## src/rtl/fifo_pkg.sv

```systemverilog
// Shared FIFO definitions: default word width and occupancy-counter width helper.
// Imported by the FIFO top and its storage sub-module.
package fifo_pkg;

    localparam int FIFO_DATA_W_DEF = 140;

    // One extra bit so the counter can represent a completely full FIFO.
    function automatic int fifo_lvl_w(input int depth);
        return $clog2(depth) + 1;
    endfunction

endpackage

```

## src/rtl/fifo_mem_2p.sv

```systemverilog
// Purpose: DEPTH x DATA_W storage, one write port and one read port on one clock, no reset.
// Latency: write lands on the clock edge; read is combinational from the addressed entry.
// Backpressure: none here, the FIFO controller gates wr_vld.
module fifo_mem_2p
    import fifo_pkg::*;
#(
    parameter int DATA_W = FIFO_DATA_W_DEF,
    parameter int DEPTH  = 8,
    localparam int AW    = $clog2(DEPTH)
) (
    input  logic              clk_in,
    input  logic              wr_vld,
    input  logic [AW-1:0]     wr_addr,
    input  logic [DATA_W-1:0] wr_dat,
    input  logic [AW-1:0]     rd_addr,
    output logic [DATA_W-1:0] rd_dat
);

    logic [DATA_W-1:0] mem_q [DEPTH];

    always_ff @(posedge clk_in) begin
        if (wr_vld) begin
            mem_q[wr_addr] <= wr_dat;
        end
    end

    assign rd_dat = mem_q[rd_addr];

endmodule

```

## src/rtl/param_sync_fifo.sv

```systemverilog
// Purpose: single-clock FIFO with level, almost-full/empty and sticky over/underflow flags; FIFO_FWFT_EN selects first-word-fall-through output.
// Latency: status one edge after an accepted op; read data one edge after read (FWFT: head shown combinationally).
// Backpressure: writes refused while full, reads refused while empty; refused attempts set the sticky flags.
module param_sync_fifo
    import fifo_pkg::*;
#(
    parameter int DATA_W    = FIFO_DATA_W_DEF,
    parameter int DEPTH     = 8,
    parameter int AF_THRESH = DEPTH - 2,
    parameter int AE_THRESH = 1
) (
    input  logic                          clk_in,
    input  logic                          rst_n,
    input  logic                          fifo_flush,
    input  logic                          fifo_w_enable,
    input  logic [DATA_W-1:0]             data_to_fifo,
    input  logic                          fifo_r_enable,
    output logic [DATA_W-1:0]             data_from_fifo,
    output logic                          fifo_empty,
    output logic                          fifo_full,
    output logic                          fifo_almost_full,
    output logic                          fifo_almost_empty,
    output logic [fifo_lvl_w(DEPTH)-1:0]  fifo_level,
    output logic                          fifo_overflow,
    output logic                          fifo_underflow
);

    localparam int AW = $clog2(DEPTH);
    localparam int LW = fifo_lvl_w(DEPTH);

    logic [AW-1:0]     wr_ptr_q, wr_ptr_d;
    logic [AW-1:0]     rd_ptr_q, rd_ptr_d;
    logic [LW-1:0]     level_q, level_d;
    logic              ovf_q, ovf_d;
    logic              unf_q, unf_d;
    logic              wr_acc, rd_acc;
    logic [DATA_W-1:0] head_dat;

    // Acceptance uses the flags as registered at the start of the cycle.
    assign fifo_empty        = (level_q == '0);
    assign fifo_full         = (level_q == LW'(DEPTH));
    assign fifo_almost_full  = (level_q >= LW'(AF_THRESH));
    assign fifo_almost_empty = (level_q <= LW'(AE_THRESH));
    assign fifo_level        = level_q;
    assign fifo_overflow     = ovf_q;
    assign fifo_underflow    = unf_q;

    assign wr_acc = fifo_w_enable && !fifo_full  && !fifo_flush;
    assign rd_acc = fifo_r_enable && !fifo_empty && !fifo_flush;

    fifo_mem_2p #(
        .DATA_W (DATA_W),
        .DEPTH  (DEPTH)
    ) u_mem (
        .clk_in  (clk_in),
        .wr_vld  (wr_acc),
        .wr_addr (wr_ptr_q),
        .wr_dat  (data_to_fifo),
        .rd_addr (rd_ptr_q),
        .rd_dat  (head_dat)
    );

    always_comb begin
        wr_ptr_d = wr_ptr_q;
        rd_ptr_d = rd_ptr_q;
        level_d  = level_q;
        ovf_d    = ovf_q;
        unf_d    = unf_q;
        if (fifo_flush) begin
            wr_ptr_d = '0;
            rd_ptr_d = '0;
            level_d  = '0;
            ovf_d    = 1'b0;
            unf_d    = 1'b0;
        end else begin
            if (wr_acc) wr_ptr_d = wr_ptr_q + AW'(1);
            if (rd_acc) rd_ptr_d = rd_ptr_q + AW'(1);
            case ({wr_acc, rd_acc})
                2'b10:   level_d = level_q + LW'(1);
                2'b01:   level_d = level_q - LW'(1);
                default: level_d = level_q;
            endcase
            if (fifo_w_enable && fifo_full)  ovf_d = 1'b1;
            if (fifo_r_enable && fifo_empty) unf_d = 1'b1;
        end
    end

    always_ff @(posedge clk_in or negedge rst_n) begin
        if (!rst_n) begin
            wr_ptr_q <= '0;
            rd_ptr_q <= '0;
            level_q  <= '0;
            ovf_q    <= 1'b0;
            unf_q    <= 1'b0;
        end else begin
            wr_ptr_q <= wr_ptr_d;
            rd_ptr_q <= rd_ptr_d;
            level_q  <= level_d;
            ovf_q    <= ovf_d;
            unf_q    <= unf_d;
        end
    end

`ifdef FIFO_FWFT_EN
    // Head entry falls through; an empty FIFO presents zero rather than stale storage.
    assign data_from_fifo = fifo_empty ? '0 : head_dat;
`else
    logic [DATA_W-1:0] dout_q, dout_d;

    always_comb begin
        dout_d = dout_q;
        if (rd_acc) dout_d = head_dat;
    end

    always_ff @(posedge clk_in or negedge rst_n) begin
        if (!rst_n) begin
            dout_q <= '0;
        end else begin
            dout_q <= dout_d;
        end
    end

    assign data_from_fifo = dout_q;
`endif

endmodule

```

## config.mk

```make
export PLATFORM = sky130hd
export DESIGN_NAME = param_sync_fifo
export DESIGN_NICKNAME = d
export VERILOG_FILES = /design/src/rtl/fifo_pkg.sv /design/src/rtl/fifo_mem_2p.sv /design/src/rtl/param_sync_fifo.sv
export SDC_FILE = /design/constraint.sdc
export NUM_CORES = 1
export LEC_CHECK = 0
export CAP_MARGIN = 20
export CELL_PAD_IN_SITES_DETAIL_PLACEMENT = 1
export CELL_PAD_IN_SITES_GLOBAL_PLACEMENT = 2
export CORE_MARGIN = 1.5
export CORE_UTILIZATION = 45
export CTS_BUF_LIST = sky130_fd_sc_hd__clkbuf_16
export CTS_CLUSTER_DIAMETER = 40
export CTS_CLUSTER_SIZE = 14
export DETAILED_ROUTE_END_ITERATION = 6
export PLACE_DENSITY_LB_ADDON = 0.08
export SKIP_LAST_GASP = 1
export SLEW_MARGIN = 20
export SYNTH_ARGS = -nofsm -noshare
export SYNTH_HDL_FRONTEND = slang
export SYNTH_SLANG_ARGS = --single-unit
```

## constraint.sdc

```tcl
create_clock -name clk_in -period 15.4 [get_ports clk_in]
set_input_delay 4.62 -clock clk_in [delete_from_list [all_inputs] [get_ports clk_in]]
set_output_delay 4.62 -clock clk_in [all_outputs]
set_load 0.005 [all_outputs]
```

==> flow_metrics.tcl, run 1 <==
set metrics [dict create \
    cts.sinks 1272 \
    wl_per_cell_um 24.7 \
    synth.net_count 2938 \
    die_h_um 331 \
    avgSynthCellArea_um2 17.3 \
    yosys_warnings 0 \
    ys_ff_latch 1272 \
    period_needed_ns 7.83 \
    row_count 119 \
    synth_xor_area_share_pct 0.0907 \
    drcViolationCount 0 \
    synth_area_mm2 0.0483 \
    fmaxAchievable_mhz 128 \
    hp-class "register to register" \
    powerDensity_mw_per_mm2 164 \
    holdBufCountCts 0 \
    cp_data_required_time_ns 15.75 \
    postSynth.asyncResetShare_pct 11.9 \
    cp.arrival_ns 8.18 \
    path_max_fanout 52 \
    status "completed" \
    hold_viol_final 0 \
    ant_nets 0 \
    port_buffers 294 \
    place.detailed.hpwl_um 62300 \
    clkLatencyLatePin_ns 0.75 \
    first_iter_violations 1291 \
    gp_congestion 0.711 \
    layout_setup_ws_ns 7.57 \
    cts_made_buffers 166 \
    rsz0062_at_grt "false" \
    startpoint_type "input port" \
    grtUsageTotal_pct 21.2 \
    ys_types 40 \
    vias_per_cell 5.42 \
    synthCells 2787 \
    fp.coreArea_mm2 0.106 \
    cts_setup_buffers 0 \
    dr.pass1.iters 5 \
    dp_cells 4345 \
    cp-end-kind "register" \
    path_clk_slew_ns 0.05 \
    num-nets-final 3274 \
    syn_to_final_growth_pct 21.1 \
    ys_seq_area_share_pct 77.5 \
    cts-root-buf "clkbuf_16" \
    clockBufferDepth 3 \
    grt_pass1_wl_um 172000 \
    total_power_mw 9.58 \
    finalSetupTns_ns 0 \
    io_pins 295 \
    dieArea_mm2 0.109 \
    synth_adder_area_share_pct 0.156 \
    cts_tree "built" \
    p_leak_nw 19.2 \
    synth_mux_area_share_pct 11.7 \
    peakVddDrop_uv 87.6 \
    worst_pin_slew_ns 1.07 \
    maxCapViolCount 0 \
    synth-simple-area-share_pct 2.77 \
    period_share_pct 50.8 \
    synth_compound_gate_area_share_pct 6.02 \
    grt_max_degree 119 \
    final_cell_count_no_fill 4664 \
    grt_pass1_vias 27473 \
    synth_edf_count 1120 \
    antenna_found_initial 25 \
    overflow 0 \
    pre_cts_ws_ns 6.80 \
    drive_above_1_share_pct 10.4 \
    vias 25301 \
    cts.repair.resized 0 \
    wl_um 115000 \
    slew_viol_final 0 \
    start_util_pct 45.6 \
    ctsHtreeMaxLevel 4 \
    synth_top_family_by_area "multiplexers" \
    dieWidth_um 331 \
    fin_skew_ns 0.0228 \
    maxSlewHeadroom_pct 29.0 \
    setup_viol 0 \
    crit_type "input port to register" \
    ys.flop_type "edfxtp_1" \
]
==> report_power, final <==
group | switching (mW) | total, mW | internal (mW)
Combinational | 0.818 | 1.46 | 0.645
Sequential | 0.153 | 4.17 | 4.01
Clock | 1.48 | 3.95 | 2.47
Total | 2.45 | 9.58 | 7.12
==> worst max-delay path, stage by stage <==
cell             delay [ns]
clkdlybuf4s50_1        0.70
or4b_2                 0.96
nor3_4                 0.18
buf_4                  0.74
buf_4                  0.85
==> area by class of cell <==
| cell class | count | area, um2 |
|---|---|---|
| flip-flops and latches | 1272 | 37400 |
| repair buffers | 332 | 3340 |
| clock inverters | 134 | 1420 |
| multi-input cells | 1346 | 10100 |
| diodes | 9 | 22.5 |
| well taps | 1391 | 1740 |
| inverters | 5 | 18.8 |
| clock buffers | 175 | 4380 |
| fillers | 9551 | 47400 |
==> routing by layer <==
| layer | track usage, % | vias up | wire length (um) |
|---|---|---|---|
| met1 | 27.3 | 13011 | 49500 |
| li1 | - | 11558 | - |
| met4 | 6.65 | 26 | 2550 |
| met3 | 4.51 | 209 | 5060 |
| met2 | 36.1 | 497 | 57800 |
| met5 | 0 | - | 163 |
==> synth_stat cells (2+ instances only) <==
master,n,area [um2]
nand2_1,286,1070
mux2i_1,562,5630
xor2_1,4,35.0
nand2b_1,4,25.0
o21ai_1,24,120
o21ai_0,118,591
clkbuf_1,73,274
nand3b_1,3,22.5
a21oi_1,7,35.0
a22oi_1,280,2100
edfxtp_1,1120,33600
and2_1,2,12.5
dfrtp_1,152,3800
buf_4,7,52.6
inv_1,4,15.0
nor2b_1,5,31.3
ha_1,6,75.1
buf_6,12,135
or3_1,2,12.5
nor3_1,4,20.0
mux2_2,2,22.5
nor2_1,20,75.1
buf_1,6,22.5
nand3_1,4,20.0
buf_2,65,325
==> cell families (layout without fill, tap and decap cells) <==
family                     Yosys count  after routing
and+or+nand+nor                    335            335
muxes                              564            564
other                                0              9
AOI/OAI and AO/OA                  436            436
buffers and inverters              169            646
adders and majority gates            6              6
DFF                               1272           1272
xor gates and xnor gates             5              5
==> per-stage QoR <==
| step | instance area, um2 | util [%] | hold slack (ns) |
|---|---|---|---|
| 2_1_floorplan | 48300 | - | 0.470 |
| 4_1_cts | 58400 | 55.2 | 0.486 |
| 3_5_place_dp | 52600 | 49.7 | 0.473 |
| 5_1_grt | 58500 | 55.2 | 0.503 |
| 6_report | 58500 | 55.2 | 0.477 |
| 3_3_place_gp | 52600 | 49.7 | 0.462 |
==> layout by cell type (no fill, tap or decap), drive strengths merged, types with 4 or more instances in the layout <==
cell / n
nand2b: 4
nor2b: 5
clkdlybuf4s50: 293
clkinvlp: 26
ha: 6
diode: 9
a22oi: 280
a21oi: 7
buf: 38
edfxtp: 1120
clkbuf: 176
nor2: 20
nand2: 286
o21ai: 142
clkinv: 47
mux2i: 562
inv: 43
nand3: 4
dfrtp: 152
xor2: 4
nor3: 4
bufinv: 23
==> flip-flops by register name, summed over array words and instances (netlist names) <==
register	count
rd_ptr_q	3
fifo_overflow	1
data_from_fifo	140
fifo_level	4
u_mem.mem_q	1120
wr_ptr_q	3
fifo_underflow	1
==> path summary, 6_finish.rpt <==
path / startpoint / slack, ns / cells after the start / endpoint
min in group asynchronous: rst_n / 3.86 / 1 / fifo_overflow
hold reg to reg: data_from_fifo[5] / 0.48 / 2 / data_from_fifo[5]
max in group asynchronous: rst_n / 10.25 / 2 / data_from_fifo[89]
hold / removal: data_from_fifo[5] / 0.48 / 2 / data_from_fifo[5]
setup / recovery: fifo_flush / 7.57 / 5 / u_mem.mem_q[0][37]
setup reg to reg: fifo_level[1] / 11.02 / 8 / u_mem.mem_q[0][37]
Note: power is estimated with default switching activity, not from simulation.
==> inputs of run 2 (changes only) <==
Settings changed: CORE_UTILIZATION 45 to 40.
Clock period 15.4 ns to 6.7 ns, I/O delays scaled along.
==> run 2 against run 1 <==
Compared with the run above: count of clock-buffer cells in the layout grew 4; final cell count grew 5.2%; sequential share of layout area shrank 0.69 points; critical endpoint is now fifo_empty.
==> flow_metrics.tcl, run 2 (synthesis gave the netlist of run 1 again) <==
set metrics [dict create \
    status "completed" \
    cts_tree "built" \
    path_max_fanout 10 \
    largest_reg_flops 1120 \
    ant_nets 0 \
    finalInstanceArea_mm2 0.0591 \
    num-nets-final 3292 \
    vias_per_cell 5.24 \
    wl_per_cell_um 24.7 \
    cp_data_required_time_ns 4.69 \
    period_needed_ns 4.81 \
    reg2reg_slack_ns 3.13 \
    crit_type "register to primary output" \
    drive_above_1_share_pct 11.6 \
    fmaxAchievable_mhz 208 \
    dieWidth_um 350 \
    fin_skew_ns 0.0253 \
    drcViolationCount 0 \
    peakVddDrop_uv 269 \
    cts.repair.resized 0 \
    dr.pass1.iters 5 \
    cts_setup_buffers 0 \
    hold_depth 2 \
    maxCapViolCount 0 \
    die_h_um 350 \
    r2r-end "u_mem.mem_q[6][115]" \
    ctsHtreeMaxLevel 4 \
    hold_viol_final 0 \
    final_cell_mix "edfxtp_1 (1120), mux2i_1 (562), clkdlybuf4s50_1 (293)" \
    place.detailed.hpwl_um 67200 \
    setup_viol 0 \
    hp-class "register to register" \
    cp.arrival_ns 2.80 \
    layout_setup_ws_ns 1.89 \
    grt_pass1_wl_um 179000 \
    slew_viol_final 0 \
    fin_util_pct 49.3 \
    fillers 11221 \
    worst_pin_slew_ns 1.19 \
    regMostFlops "u_mem.mem_q" \
    maxSlewHeadroom_pct 20.7 \
    antenna_found_initial 25 \
    grt_max_degree 139 \
    rr_worst_depth 7 \
    port_buffers 294 \
    row_count 127 \
    gp_congestion 0.724 \
    cts_made_buffers 174 \
    first_iter_violations 1512 \
    powerDensity_mw_per_mm2 377 \
    place_area_mm2 0.0531 \
    syn_to_final_growth_pct 22.5 \
    multiInputGateArea_mm2 0.0101 \
    start_util_pct 40.3 \
    dieArea_mm2 0.123 \
    holdPathEnd "data_from_fifo[44]" \
    grtUsageTotal_pct 19.8 \
    cts.sinks 1272 \
    holdBufCountCts 0 \
    startpoint_type "register" \
    overflow 0 \
    r2r_start "fifo_level[1]" \
    total_power_mw 22.3 \
    clkLatencyLatePin_ns 0.75 \
    clockBufferDepth 3 \
    period_share_pct 71.8 \
    regArea_mm2 0.0374 \
    wl_um 121000 \
    vias 25736 \
    path_clk_slew_ns 0.06 \
    pre_cts_ws_ns 1.76 \
    io_pins 295 \
    fp.coreArea_mm2 0.120 \
    p_leak_nw 19.4 \
    cts-root-buf "clkbuf_16" \
    hold_path_startpoint "data_from_fifo[44]" \
    rsz0062_at_grt "false" \
    cp-end-kind "primary output" \
    mostFrequentLayoutCell "edfxtp_1" \
    whs_ns 0.478 \
    grt_pass1_vias 27993 \
]
-- run 2: cell count changes in the layout (fill, tap and decap cells not counted), moves of 5 or more --
cell	change
bufinv_16	-6
clkinv_4	+6
inv_6	+22
clkinv_2	+5
clkinv_1	-10
inv_1	-6
clkinvlp_4	-7
buf_12	+9
-- run 2: how the worst max path moves through the flow --
stage | start | to | cells after the start
after floorplan | fifo_w_enable | u_mem.mem_q[7][0] | 3
after global placement | fifo_flush | u_mem.mem_q[6][114] | 5
after detailed placement | fifo_flush | u_mem.mem_q[6][109] | 5
after CTS | fifo_level[0] | fifo_empty | 5
after global routing | fifo_level[1] | fifo_empty | 5
final | fifo_level[0] | fifo_empty | 5
-- run 2: where the power goes --
| part | switching [mW] | total [mW] | internal, mW |
|---|---|---|---|
| Sequential | 0.393 | 9.62 | 9.22 |
| Combinational | 1.90 | 3.41 | 1.51 |
| Clock | 3.65 | 9.28 | 5.64 |
-- run 2: cell type report --
class	instances	share of cell area, %
timing repair buffer	342	5.95
sequential	1272	63.3
inverter	5	0.0317
tap	1612	3.41
multi-input combinational	1346	17.1
clock buffer	179	7.58
antenna	6	0.0254
clock inverter	145	2.53
-- run 2: routing by layer --
| layer | vias to the layer above | share of wire, % | GRT usage, % | wire [um] |
|---|---|---|---|---|
| met5 | - | 0.16 | 0 | 195 |
| met4 | 30 | 2.7 | 6.75 | 3240 |
| met3 | 223 | 5.0 | 4.65 | 6080 |
| met2 | 496 | 50 | 33.7 | 60500 |
| met1 | 13358 | 42 | 24.9 | 51000 |
| li1 | 11629 | - | - | - |
-- run 2: per-stage QoR --
stage	cells	TNS, ns
after floorplan	2787	-1568.11
after global placement	4575	0
after detailed placement	4577	0
after CTS	4901	0
after global routing	4905	0
final	4907	0
-- run 2: worst max-delay path, cell delays in order, from the launching register on --
cell and delay, ns:
dfrtp_1 0.46, inv_1 0.17, ha_1 0.38, or3b_4 0.46, inv_2 0.10, clkdlybuf4s50_1 0.50
==> inputs of run 3 (changes only) <==
Settings changed: CORE_UTILIZATION 40 to 45.
Clock period 6.7 ns to 4.65 ns, I/O delays scaled along.
==> run 3 against run 2 <==
Compared with the run above: setup slack lost 1.4 ns; sequential share of layout area is 0.63 points higher; global-route usage grew 2.0 points; final area is 0.98% lower; via count about the same; critical path type unchanged; largest cell class unchanged.
==> flow_metrics.tcl, run 3 (synthesis gave the netlist of run 1 again) <==
set metrics [dict create \
    p_int_mw 22.8 \
    grt_pass1_vias 27836 \
    cts-root-buf "clkbuf_16" \
    final_cell_count_no_fill 4675 \
    cts_made_buffers 161 \
    holdBufCountCts 0 \
    dieArea_mm2 0.109 \
    finalInstanceArea_mm2 0.0585 \
    fmaxAchievable_mhz 239 \
    antenna_found_initial 24 \
    startpoint "fifo_level[0]" \
    setup_viol 0 \
    whs_ns 0.478 \
    crit_chain "inv_1 -> ha_1 -> or3b_4 -> inv_2 -> clkdlybuf4s50_1" \
    worst_pin_slew_ns 1.18 \
    rsz0062_at_grt "false" \
    p_leak_nw 19.2 \
    grtUsageTotal_pct 21.9 \
    num-nets-final 3291 \
    cts_tree "built" \
    mostFrequentLayoutCell "edfxtp_1" \
    start_util_pct 45.6 \
    cp.arrival_ns 2.78 \
    r2r_start "fifo_level[0]" \
    overflow 0 \
    peakVddDrop_uv 363 \
    period_needed_ns 4.18 \
    clockBufferDepth 3 \
    dp_cells 4368 \
    clockPowerShare_pct 39.5 \
    cp_data_required_time_ns 3.25 \
    swShare_pct 26.5 \
    place.detailed.hpwl_um 67500 \
    total_power_mw 31.1 \
    die_h_um 331 \
    cts.repair.resized 0 \
    path_clk_slew_ns 0.05 \
    fin_skew_ns 0.0222 \
    multiInputGateArea_mm2 0.0101 \
    dieWidth_um 331 \
    drive_above_1_share_pct 10.9 \
    crit_type "register to primary output" \
    grt_max_degree 151 \
    hold_viol_final 0 \
    combPwrFrac_pct 16.0 \
    fin_util_pct 55.3 \
    fp.coreArea_mm2 0.106 \
    final_cell_mix "edfxtp_1 (1120), mux2i_1 (562), clkdlybuf4s50_1 (293)" \
    hold_path_startpoint "data_from_fifo[3]" \
    place_area_mm2 0.0531 \
    wl_um 119000 \
    largest_reg_flops 1120 \
    regMostFlops "u_mem.mem_q" \
    port_buffers 294 \
    slew_viol_final 0 \
    grt_pass1_wl_um 176000 \
    worst_path_max_delay_cell "clkdlybuf4s50_1" \
    syn_to_final_growth_pct 21.3 \
    fillers 9549 \
    dr.pass1.iters 5 \
    layout_setup_ws_ns 0.473 \
    first_iter_violations 1689 \
    regArea_mm2 0.0374 \
    row_count 119 \
    powerDensity_mw_per_mm2 531 \
    cp-end-kind "primary output" \
    vias_per_cell 5.50 \
    cts_setup_buffers 0 \
    ant_nets 0 \
    finalSetupTns_ns 0 \
    startpoint_type "register" \
    gp_congestion 0.755 \
    maxCapViolCount 0 \
    ctsHtreeMaxLevel 4 \
    status "completed" \
    seqPwrFrac_pct 44.4 \
    p_sw_mw 8.25 \
    clkLatencyLatePin_ns 0.75 \
    path_max_fanout 10 \
    maxSlewHeadroom_pct 21.0 \
    pre_cts_ws_ns 0.567 \
    io_pins 295 \
    vias 25735 \
    wl_per_cell_um 25.5 \
    drcViolationCount 0 \
    hp-class "register to register" \
    cts.sinks 1272 \
    period_share_pct 89.8 \
    max_stage_delay_ns 0.50 \
]
## run 3: worst paths after layout
check / depth (start not counted) / to / slack, ns
max in group asynchronous: 2 / data_from_fifo[98] / 3.04
hold / removal: 2 / data_from_fifo[3] / 0.48
setup / recovery: 5 / fifo_empty / 0.47
hold reg to reg: 2 / data_from_fifo[3] / 0.48
min in group asynchronous: 1 / data_from_fifo[25] / 0.75
setup reg to reg: 7 / u_mem.mem_q[4][86] / 1.35
## run 3: worst max-delay path: cells and delay by family, from the launching register on
kind	cells	cell delay, ns
simple gates	1	0.46
buf+inv	3	0.75
fa+ha+maj	1	0.37
flops	1	0.46
## run 3: cell type report
| cell class | count | area share [%] |
|---|---|---|
| Inverter | 5 | 0.0321 |
| Clock inverter | 132 | 2.04 |
| Sequential cell | 1272 | 64.0 |
| Antenna cell | 7 | 0.0299 |
| Tap cell | 1391 | 2.97 |
| Multi-Input combinational cell | 1346 | 17.3 |
| Clock buffer | 168 | 7.18 |
| Timing Repair Buffer | 354 | 6.47 |
## run 3: power groups by stage
stage          combinational (mW)  sequential (mW)  clock (mW)
6_report                     4.98             13.8        12.3
4_1_cts                      5.06             13.8        12.6
3_3_place_gp                 4.93             14.0           0
2_1_floorplan                2.27             13.9           0
5_1_grt                      5.45             13.9        12.9
3_5_place_dp                 5.02             14.1           0
## run 3: routing by layer
metal / track usage [%] / up-vias / wire length (um)
li1: - / 11598 / -
met3: 4.10 / 190 / 5260
met2: 36.6 / 538 / 59300
met4: 7.03 / 22 / 2320
met5: 0 / - / 132
met1: 28.9 / 13387 / 51900
